$ cat src/rtl/lsu_unit.sv
// lsu_unit: load/store unit between the execute stage and a DATA_W-wide data bus.
// Aligns requests to bus words, generates byte enables, assembles and extends
// load data, and returns a one-cycle response pulse.
// Optional feature macro: LSU_MISALIGN_SPLIT_EN -- when defined, word-crossing
// accesses are split into two bus beats; when undefined they complete with
// resp_err = 1 and no bus activity.
//
// Handshake summary: a request is accepted on the edge where req_valid and
// req_ready are both high (req_ready is high only in IDLE). A bus beat holds
// d_rd_req/d_wr_req, d_addr, d_be and d_wr_data steady until the matching
// d_*_ready is sampled high on an edge; ready while the request is low is
// ignored. resp_valid is a single-cycle pulse with no backpressure.
module lsu_unit #(
  parameter int DATA_W = 32,
  parameter int ADDR_W = 32
) (
  input  logic                clk,
  input  logic                rstb,
  input  logic                req_valid,
  output logic                req_ready,
  input  logic                req_we,
  input  logic [2:0]          req_funct3,
  input  logic [ADDR_W-1:0]   req_addr,
  input  logic [DATA_W-1:0]   req_wdata,
  input  logic [4:0]          req_rd,
  output logic                resp_valid,
  output logic [DATA_W-1:0]   resp_rdata,
  output logic [4:0]          resp_rd,
  output logic                resp_err,
  output logic [ADDR_W-1:0]   d_addr,
  output logic                d_rd_req,
  input  logic                d_rd_ready,
  output logic                d_wr_req,
  input  logic                d_wr_ready,
  output logic [DATA_W/8-1:0] d_be,
  input  logic [DATA_W-1:0]   d_rd_data,
  output logic [DATA_W-1:0]   d_wr_data
);

  localparam int NB = DATA_W / 8;
  localparam int OB = $clog2(NB);
  localparam int EW = OB + 2;

  typedef enum logic [1:0] {IDLE, BEAT0, BEAT1, RESP} state_t;

  state_t              state_q, state_d;
  logic                we_q, we_d;
  logic [2:0]          f3_q, f3_d;
  logic [ADDR_W-1:0]   addr_q, addr_d;
  logic [DATA_W-1:0]   wdata_q, wdata_d;
  logic [4:0]          rd_q, rd_d;
  logic                err_q, err_d;
  logic [DATA_W-1:0]   rbuf0_q, rbuf0_d;
  logic [DATA_W-1:0]   rbuf1_q, rbuf1_d;
`ifdef LSU_MISALIGN_SPLIT_EN
  logic                split_q, split_d;
`endif

  // Request decode (combinational, only meaningful while in IDLE)
  logic [OB-1:0] req_off;
  logic [EW-1:0] req_end;
  logic          req_cross;
  logic          req_illegal;
  logic          req_err;

  assign req_off   = req_addr[OB-1:0];
  assign req_end   = EW'(req_off) + (EW'(1) << req_funct3[1:0]);
  assign req_cross = req_end > EW'(NB);

  // Doubleword sizes and unsigned word loads need a 64-bit bus; stores have no
  // unsigned form; funct3 = 111 is never a load or store.
  assign req_illegal = (req_funct3 == 3'b111) ||
                       (req_we && req_funct3[2]) ||
                       ((DATA_W == 32) && ((req_funct3[1:0] == 2'd3) || (req_funct3 == 3'b110)));

`ifdef LSU_MISALIGN_SPLIT_EN
  assign req_err = req_illegal;
`else
  assign req_err = req_illegal || req_cross;
`endif

  assign req_ready = (state_q == IDLE);

  // Lane geometry of the captured request. The "wide" vectors span two bus
  // words: the low half belongs to beat0, the high half to beat1.
  logic [OB-1:0]       off_q;
  logic [3:0]          bytes_q;
  logic [NB-1:0]       lane_ones;
  logic [DATA_W-1:0]   data_mask;
  logic [2*NB-1:0]     be_wide;
  logic [2*DATA_W-1:0] wd_wide;
  logic [2*DATA_W-1:0] rd_wide;
  logic [DATA_W-1:0]   ld_raw;
  logic                ld_sign;
  logic [DATA_W-1:0]   ld_ext;
  logic [ADDR_W-1:0]   base_addr;

  assign off_q     = addr_q[OB-1:0];
  assign bytes_q   = 4'd1 << f3_q[1:0];
  assign lane_ones = ~({NB{1'b1}} << bytes_q);
  assign base_addr = {addr_q[ADDR_W-1:OB], OB'(0)};
  assign be_wide   = {NB'(0), lane_ones} << off_q;
  assign wd_wide   = {DATA_W'(0), wdata_q & data_mask} << {off_q, 3'b000};
  assign rd_wide   = {rbuf1_q, rbuf0_q} >> {off_q, 3'b000};
  assign ld_raw    = rd_wide[DATA_W-1:0] & data_mask;

`ifndef LSU_MISALIGN_SPLIT_EN
  // Beat1 halves have no consumer when splitting is not built.
  logic unused_hi;
  assign unused_hi = ^{be_wide[2*NB-1:NB], wd_wide[2*DATA_W-1:DATA_W]};
`endif

  // Expand the byte mask to a bit mask and pick the sign bit for the access size
  always_comb begin
    data_mask = '0;
    for (int i = 0; i < NB; i++) data_mask[8*i +: 8] = {8{lane_ones[i]}};
    case (f3_q[1:0])
      2'd0:    ld_sign = ld_raw[7];
      2'd1:    ld_sign = ld_raw[15];
      2'd2:    ld_sign = ld_raw[31];
      default: ld_sign = ld_raw[DATA_W-1];
    endcase
    ld_ext = ld_raw | ((ld_sign && !f3_q[2]) ? ~data_mask : '0);
  end

  // Bus and response outputs decoded from the current state
  always_comb begin
    d_rd_req   = 1'b0;
    d_wr_req   = 1'b0;
    d_addr     = '0;
    d_be       = '0;
    d_wr_data  = '0;
    resp_valid = 1'b0;
    resp_err   = 1'b0;
    resp_rdata = '0;
    resp_rd    = '0;
    case (state_q)
      BEAT0: begin
        d_rd_req  = ~we_q;
        d_wr_req  = we_q;
        d_addr    = base_addr;
        d_be      = be_wide[NB-1:0];
        d_wr_data = we_q ? wd_wide[DATA_W-1:0] : '0;
      end
`ifdef LSU_MISALIGN_SPLIT_EN
      BEAT1: begin
        d_rd_req  = ~we_q;
        d_wr_req  = we_q;
        d_addr    = base_addr + ADDR_W'(NB);
        d_be      = be_wide[2*NB-1:NB];
        d_wr_data = we_q ? wd_wide[2*DATA_W-1:DATA_W] : '0;
      end
`endif
      RESP: begin
        resp_valid = 1'b1;
        resp_err   = err_q;
        resp_rdata = (we_q || err_q) ? '0 : ld_ext;
        resp_rd    = we_q ? 5'd0 : rd_q;
      end
      default: ;
    endcase
  end

  logic beat_done;
  assign beat_done = (d_rd_req && d_rd_ready) || (d_wr_req && d_wr_ready);

  // Next-state logic and request/load-data capture
  always_comb begin
    state_d = state_q;
    we_d    = we_q;
    f3_d    = f3_q;
    addr_d  = addr_q;
    wdata_d = wdata_q;
    rd_d    = rd_q;
    err_d   = err_q;
    rbuf0_d = rbuf0_q;
    rbuf1_d = rbuf1_q;
`ifdef LSU_MISALIGN_SPLIT_EN
    split_d = split_q;
`endif
    case (state_q)
      IDLE: begin
        if (req_valid) begin
          we_d    = req_we;
          f3_d    = req_funct3;
          addr_d  = req_addr;
          wdata_d = req_wdata;
          rd_d    = req_rd;
          err_d   = req_err;
          rbuf0_d = '0;
          rbuf1_d = '0;
`ifdef LSU_MISALIGN_SPLIT_EN
          split_d = req_cross;
`endif
          state_d = req_err ? RESP : BEAT0;
        end
      end
      BEAT0: begin
        if (beat_done) begin
          rbuf0_d = d_rd_data;
`ifdef LSU_MISALIGN_SPLIT_EN
          state_d = split_q ? BEAT1 : RESP;
`else
          state_d = RESP;
`endif
        end
      end
`ifdef LSU_MISALIGN_SPLIT_EN
      BEAT1: begin
        if (beat_done) begin
          rbuf1_d = d_rd_data;
          state_d = RESP;
        end
      end
`endif
      RESP:    state_d = IDLE;
      default: state_d = IDLE;
    endcase
  end

  // State and captured-request registers; reset abandons any access in flight
  always_ff @(posedge clk or negedge rstb) begin
    if (!rstb) begin
      state_q <= IDLE;
      we_q    <= 1'b0;
      f3_q    <= 3'b000;
      addr_q  <= '0;
      wdata_q <= '0;
      rd_q    <= 5'd0;
      err_q   <= 1'b0;
      rbuf0_q <= '0;
      rbuf1_q <= '0;
`ifdef LSU_MISALIGN_SPLIT_EN
      split_q <= 1'b0;
`endif
    end else begin
      state_q <= state_d;
      we_q    <= we_d;
      f3_q    <= f3_d;
      addr_q  <= addr_d;
      wdata_q <= wdata_d;
      rd_q    <= rd_d;
      err_q   <= err_d;
      rbuf0_q <= rbuf0_d;
      rbuf1_q <= rbuf1_d;
`ifdef LSU_MISALIGN_SPLIT_EN
      split_q <= split_d;
`endif
    end
  end

endmodule

$ cat config.mk
export PLATFORM = sky130hd
export DESIGN_NAME = lsu_unit
export DESIGN_NICKNAME = d
export VERILOG_FILES = /design/src/rtl/lsu_unit.sv
export SDC_FILE = /design/constraint.sdc
export NUM_CORES = 1
export LEC_CHECK = 0
export BUFFER_PORTS_ARGS = -buffer_cell sky130_fd_sc_hd__buf_2
export CAP_MARGIN = 5
export CORE_ASPECT_RATIO = 1.5
export CORE_MARGIN = 5
export CORE_UTILIZATION = 50
export CTS_CLUSTER_SIZE = 16
export DETAILED_ROUTE_END_ITERATION = 10
export GPL_TIMING_DRIVEN = 0
export HOLD_SLACK_MARGIN = 0.15
export PLACE_DENSITY = 0.81
export SETUP_SLACK_MARGIN = 0.05
export SYNTH_ARGS = -nofsm -noshare
export SYNTH_HDL_FRONTEND = slang
export SYNTH_SLANG_ARGS = --single-unit
$ cat constraint.sdc
create_clock -name clk -period 2.45 [get_ports clk]
set_clock_uncertainty 0.2 [all_clocks]
set_input_delay 0.1225 -clock clk [delete_from_list [all_inputs] [get_ports clk]]
set_output_delay 0.1225 -clock clk [all_outputs]
set_load 0.01 [all_outputs]
# After elaboration in Yosys (flattened, before gate mapping)

Index checks and enable logic that the tools add are counted.

Flip-flop bits (word level): 108

Equal/unequal tests: 8
$add $sub $neg: 1
Shift operators: 6
Bitwise operators: 6
Multiplexer cells: 21
Magnitude comparators: 1
Reductions and logical operators: 17

Operators with widths:

| operator              | number |
|---|---|
| $mux W32              | 8 |
| $and A32 B32 Y32      | 2 |
| $pmux W32 S2          | 1 |
| $not A32 Y32          | 1 |
| $or A32 B32 Y32       | 1 |
| $shl A32 B5 Y32       | 1 |
| $shr A32 B5 Y32       | 1 |
| $mux W5               | 2 |
| $shl A1 B2 Y4 const A | 2 |
| $eq A3 B3 Y1 const B  | 2 |
| $logic_or A1 B1 Y1    | 6 |
| $mux W2               | 3 |
| $add A2 B4 Y4         | 1 |
| $eq A2 B1 Y1 const B  | 2 |
| $eq A2 B2 Y1 const B  | 2 |
| $gt A4 B3 Y1 const B  | 1 |
| $logic_and A1 B1 Y1   | 4 |
| $logic_not A2 Y1      | 2 |
| $mux W1               | 4 |
| $mux W4               | 1 |
| $ne A2 B2 Y1 const B  | 2 |
| $not A4 Y4            | 1 |
| $pmux W2 S2           | 1 |
| $reduce_and A2 Y1     | 2 |
| other kinds (7)       | 7 |

# Longest topological paths before layout

Depth after elaboration: 10
Depth in mapped cells: 8

# Least setup slack after synthesis

OpenSTA, ideal clock, no wires.

Path kind: flip-flop to flip-flop
Start: register state_q[0]
End: register addr_q[0]
Arrival: 1,591 ps
Cell stages (with the launch flop): 6
Path slack: 534 ps
Cells stage by stage: dfrtp_1 > nor2_1 > and2_1 > buf_2 > buf_2 > mux2_2

Word-level cells in the longest chain between the ends: 2

RTL lines:

| what                               | line | RTL |
|---|---|---|
| from (decl)                        | 46   | `state_t state_q, state_d;` |
| from (signal assigned)             | 237  | `state_q <= state_d;` |
| $logic_not A2 Y1                   | n/a  |  |
| net req_ready                      | 20   | `output logic req_ready,` |
| $reduce_and A2 Y1 (no source line) | n/a  |  |
| to (signal assigned)               | 240  | `addr_q <= addr_d;` |
| to (decl)                          | 49   | `logic [ADDR_W-1:0] addr_q, addr_d;` |

The timed path passes the listed nets, and every way through them passes these cells.
A chain may end at the register's enable or synchronous reset.

# Worst setup path in the final report

Start: register addr_q[1]
End: output port resp_rdata[18]

Word-level cells in the longest chain between the ends: 8

RTL lines:

| what                | line | RTL |
|---|---|---|
| $shr A32 B5 Y32 *   | 104  | `assign rd_wide = {rbuf1_q, rbuf0_q} >> {off_q, 3'b000};` |
| $and A32 B32 Y32 *  | 105  | `assign ld_raw = rd_wide[DATA_W-1:0] & data_mask;` |
| $pmux W1 S2         | 117  | `case (f3_q[1:0])` |
| $logic_and A1 B1 Y1 | 123  | `ld_ext = ld_raw \| ((ld_sign && !f3_q[2]) ? ~data_mask : '0);` |
| $mux W32            | 123  |  |
| $or A32 B32 Y32 *   | 123  |  |
| $mux W32 *          | 157  | `resp_rdata = (we_q \|\| err_q) ? '0 : ld_ext;` |
| $mux W32 *          | 137  | `case (state_q)` |
| to (decl)           | 27   | `output logic [DATA_W-1:0] resp_rdata,` |

Every way passes the cells marked *; elsewhere a longest branch is shown, timed or not.

==> flow_metrics.env <==
export IMPL_synth_avg_cell_area_um2=11.0
export IMPL_number_of_global_route_vias_before_repair=6169
export IMPL_grt_max_degree=76
export IMPL_critPathLaunchType="flip-flop"
export IMPL_layout_nets=976
export IMPL_r2r_setup_slack_ns=0.29
export IMPL_switchingPower_mw=4.19
export IMPL_critPathArrivalTime_ns=2.12
export IMPL_final_hold_fails=0
export IMPL_row_count=48
export IMPL_buffer_ports_inserted=217
export IMPL_worst_ep_required_time_ns=2.13
export IMPL_worst_skew_pair_late_latency_ns=0.35
export IMPL_run_status="complete, no violations"
export IMPL_cts_sinks=108
export IMPL_worstSetupStartpoint="addr_q[1]"
export IMPL_synth_distinct_cells=37
export IMPL_rsz0062_at_grt="yes"
export IMPL_pre_cts_ws_ns=0.0285
export IMPL_critical_path_class="flip-flop to primary output"
export IMPL_hold_class="input port to flip-flop"
export IMPL_synth_seq_cells=108
export IMPL_fin_ws_ns=0.00374
export IMPL_share_clk_of_total_power_pct=14.7
export IMPL_grt_first_pass_wirelength_um=32300
export IMPL_post_dp_hpwl_um=13900
export IMPL_period_minus_slack_ns=2.45
export IMPL_area_growth_synth_to_final_pct=51.9
export IMPL_drive_above_1_share_pct=44.1
export IMPL_ant_nets=0
export IMPL_timing_rr_end="wdata_q[21]"
export IMPL_r2r_cells=5
export IMPL_drt_first_pass_iters=5
export IMPL_slew_limit_headroom_pct=61.6
export IMPL_yosysWarnings=0
export IMPL_die_area_um2=13700
export IMPL_power_per_cell_area_nw_per_um2=1170
export IMPL_finalCritPeriodShare_pct=99.8
export IMPL_starting_utilization_of_the_core_area_pct=50.4
export IMPL_io_pins=220
export IMPL_antenna_found_initial=1
export IMPL_worstHoldStart="d_rd_ready"
export IMPL_dr_wl_met2_um=11100
export IMPL_clock_tree_root_cell="sky130_fd_sc_hd__clkbuf_16"
export IMPL_top_signal_layer_used="met4"
export IMPL_multiInputGateArea_um2=2970
export IMPL_cell_internal_pwr_mw=5.99
export IMPL_route_detailed_drc=0
export IMPL_area_sequential_um2=2700
export IMPL_finalWirelength_um=20700
export IMPL_die_x_um=97.3
export IMPL_pwr_share_seq_pct=34.3
export IMPL_cts_buffers=9
export IMPL_combPwrFrac_pct=51.0
export IMPL_grt_residual_overflow=0
export IMPL_core_area_um2=11400
export IMPL_setup_violations_final=0
export IMPL_total_leakage_power_nw=4.22
export IMPL_drtIter0Drc=332
export IMPL_die_h_um=141
export IMPL_clk_transition_reported_paths_ns=0.07
export IMPL_p_sw_share_pct=41.1
export IMPL_r2r_start="state_q[0]"
export IMPL_tightest_slew_ns=0.575
export IMPL_avgRoutedWirePerCell_um=20.3
export IMPL_syn_inst=522
export IMPL_vias_per_cell=5.62
export IMPL_report_power_total_mw=10.2
export IMPL_via_count=5742
export IMPL_maximum_fanout_along_the_worst_path=6
export IMPL_seq_area_frac_synth_pct=47.2
export IMPL_max_cap_violations=0
export IMPL_gpl_final_weighted_congestion=0.927
export IMPL_clock_tree_buffer_depth=2
export IMPL_wl_met3_um=1450
export IMPL_irDropWorstVdd_uv=730
export IMPL_fill_cells=730
export IMPL_endpoint_kind_of_the_worst_setup_timing_path="primary output"
export IMPL_netlist_area_before_placement_um2=5720
export IMPL_groute_usage_overall_pct=29.7
export IMPL_htree_num_levels=3
export IMPL_fmaxAchievable_mhz=409
export IMPL_endpoint="resp_rdata[18]"
export IMPL_tritoncts="built"
export IMPL_timing_max_transition_violations_final=0
export IMPL_wirelength_met1_um=7010
[power groups by stage]
stage,Clock [mW],Sequential (mW),Combinational [mW]
2_1_floorplan,0,3.13,3.34
3_3_place_gp,0,3.38,4.46
3_5_place_dp,0,3.45,4.61
4_1_cts,1.52,3.43,4.89
5_1_grt,1.59,3.58,5.58
6_report,1.49,3.49,5.20
[sequential cells by signal, summed over array words and instances, names as in the netlist]
signal / cells
rbuf0_q: 32
wdata_q: 32
rd_q: 5
f3_q: 3
addr_q: 32
state_q: 2
we_q: 1
err_q: 1
[cell usage after synthesis]
library cell	instances	area, um2
sky130_fd_sc_hd__dfrtp_1	108	2700
sky130_fd_sc_hd__mux2_2	82	923
sky130_fd_sc_hd__and2_1	46	288
sky130_fd_sc_hd__nor2_1	38	143
sky130_fd_sc_hd__a22o_1	32	280
sky130_fd_sc_hd__a211oi_1	30	225
sky130_fd_sc_hd__a21oi_1	25	125
sky130_fd_sc_hd__nand2_1	21	78.8
sky130_fd_sc_hd__nor2b_1	20	125
sky130_fd_sc_hd__buf_2	18	90.1
sky130_fd_sc_hd__mux2i_1	17	170
sky130_fd_sc_hd__clkbuf_1	15	56.3
sky130_fd_sc_hd__o21ai_0	9	45.0
sky130_fd_sc_hd__a22oi_1	8	60.1
sky130_fd_sc_hd__a2bb2oi_1	8	70.1
sky130_fd_sc_hd__nor3b_1	8	60.1
sky130_fd_sc_hd__buf_1	5	18.8
sky130_fd_sc_hd__nand2b_1	4	25.0
sky130_fd_sc_hd__nor3_1	4	20.0
sky130_fd_sc_hd__buf_4	3	22.5
sky130_fd_sc_hd__inv_1	3	11.3
sky130_fd_sc_hd__a21o_1	2	15.0
sky130_fd_sc_hd__a221oi_1	2	17.5
sky130_fd_sc_hd__a2111o_1	1	11.3
sky130_fd_sc_hd__and2b_1	1	7.51
sky130_fd_sc_hd__and3_1	1	6.26
sky130_fd_sc_hd__buf_6	1	11.3
sky130_fd_sc_hd__conb_1	1	3.75
sky130_fd_sc_hd__fa_1	1	20.0
sky130_fd_sc_hd__ha_1	1	12.5
sky130_fd_sc_hd__mux4_2	1	22.5
sky130_fd_sc_hd__nand4bb_1	1	11.3
sky130_fd_sc_hd__nor4b_2	1	15.0
sky130_fd_sc_hd__o21a_1	1	7.51
sky130_fd_sc_hd__o21ai_1	1	5.00
sky130_fd_sc_hd__or2_2	1	6.26
sky130_fd_sc_hd__or3b_2	1	8.76
[final cells by class]
cell class | count | area share (%)
clock buffer | 11 | 2.79
sequential | 108 | 31.1
clock inverter | 5 | 0.691
multi-input combinational | 370 | 34.1
buffer | 40 | 2.71
timing repair buffer | 332 | 26.2
antenna | 2 | 0.0576
tap | 150 | 2.16
inverter | 3 | 0.130
[per-layer routing]
metal	global-route usage, %	vias up
met2	53.1	340
met5	0	-
li1	-	2553
met1	33.2	2753
met3	5.40	96
met4	16.7	0
[how the worst min path moves through the flow]
stage	cells past startpoint	endpoint	slack, ns
floorplan	0	addr_q[0]	-0.37
global placement	2	rbuf0_q[8]	0.14
detailed placement	1	wdata_q[23]	-0.1
CTS	4	rbuf0_q[17]	0.22
global route	4	rbuf0_q[17]	0.26
finish	4	rbuf0_q[17]	0.20
[kinds of logic after synthesis]
| family | after synthesis | synth area share [%] |
|---|---|---|
| buffers and inverters | 45 | 3.67 |
| other | 1 | 0.0655 |
| AO/OA/AOI/OAI | 119 | 15.1 |
| flip-flops | 108 | 47.2 |
| AND/OR/NAND/NOR | 147 | 13.9 |
| multiplexers | 100 | 19.5 |
| adder cells (fa/ha/maj) | 2 | 0.569 |
[stage by stage]
step           setup TNS (ns)  cell area [um2]  cells  hold slack, ns  utilization (%)
6_report                    0             8690   1021           0.197             76.6
5_1_grt                -0.595             8690   1020           0.260             76.6
4_1_cts                     0             8530   1018           0.222             75.1
3_5_place_dp                0             7030    891         -0.0966             61.9
3_3_place_gp            -6.87             7000    890           0.141             61.7
2_1_floorplan               0             5730    523          -0.373                -
[cells in the final DEF, fill, tap and decap left out, drive strengths merged, types with 4 or more instances in the layout]
| cell type | count |
|---|---|
| nor2b | 20 |
| inv | 4 |
| nor2 | 38 |
| buf | 248 |
| o21ai | 10 |
| a21oi | 25 |
| clkbuf | 27 |
| dlygate4sd3 | 108 |
| nand2 | 21 |
| a211oi | 30 |
| a22oi | 8 |
| mux2i | 17 |
| dfrtp | 108 |
| nor3b | 8 |
| mux2 | 82 |
| nor3 | 4 |
| nand2b | 4 |
| a22o | 32 |
| a2bb2oi | 8 |
| and2 | 46 |
[repair_timing]
action / 4_1_cts / 5_1_grt
hold buffers: 109 / 0
gates cloned: 0 / 1
setup buffers: 3 / 1
pin swaps: 2 / 4
hold endpoints to repair: 216 / 0
resized for setup: 25 / 45
endpoints found under the setup margin: 57 / 66
[worst max-delay path, stage by stage (launching register included)]
cell and delay (ns):
sky130_fd_sc_hd__dfrtp_2 0.46, sky130_fd_sc_hd__mux4_2 0.36, sky130_fd_sc_hd__nor2_1 0.04, sky130_fd_sc_hd__a2111o_1 0.51, sky130_fd_sc_hd__buf_6 0.19, sky130_fd_sc_hd__o21ai_2 0.06, sky130_fd_sc_hd__buf_2 0.16
No activity file was read; power rests on OpenSTA's default activity.
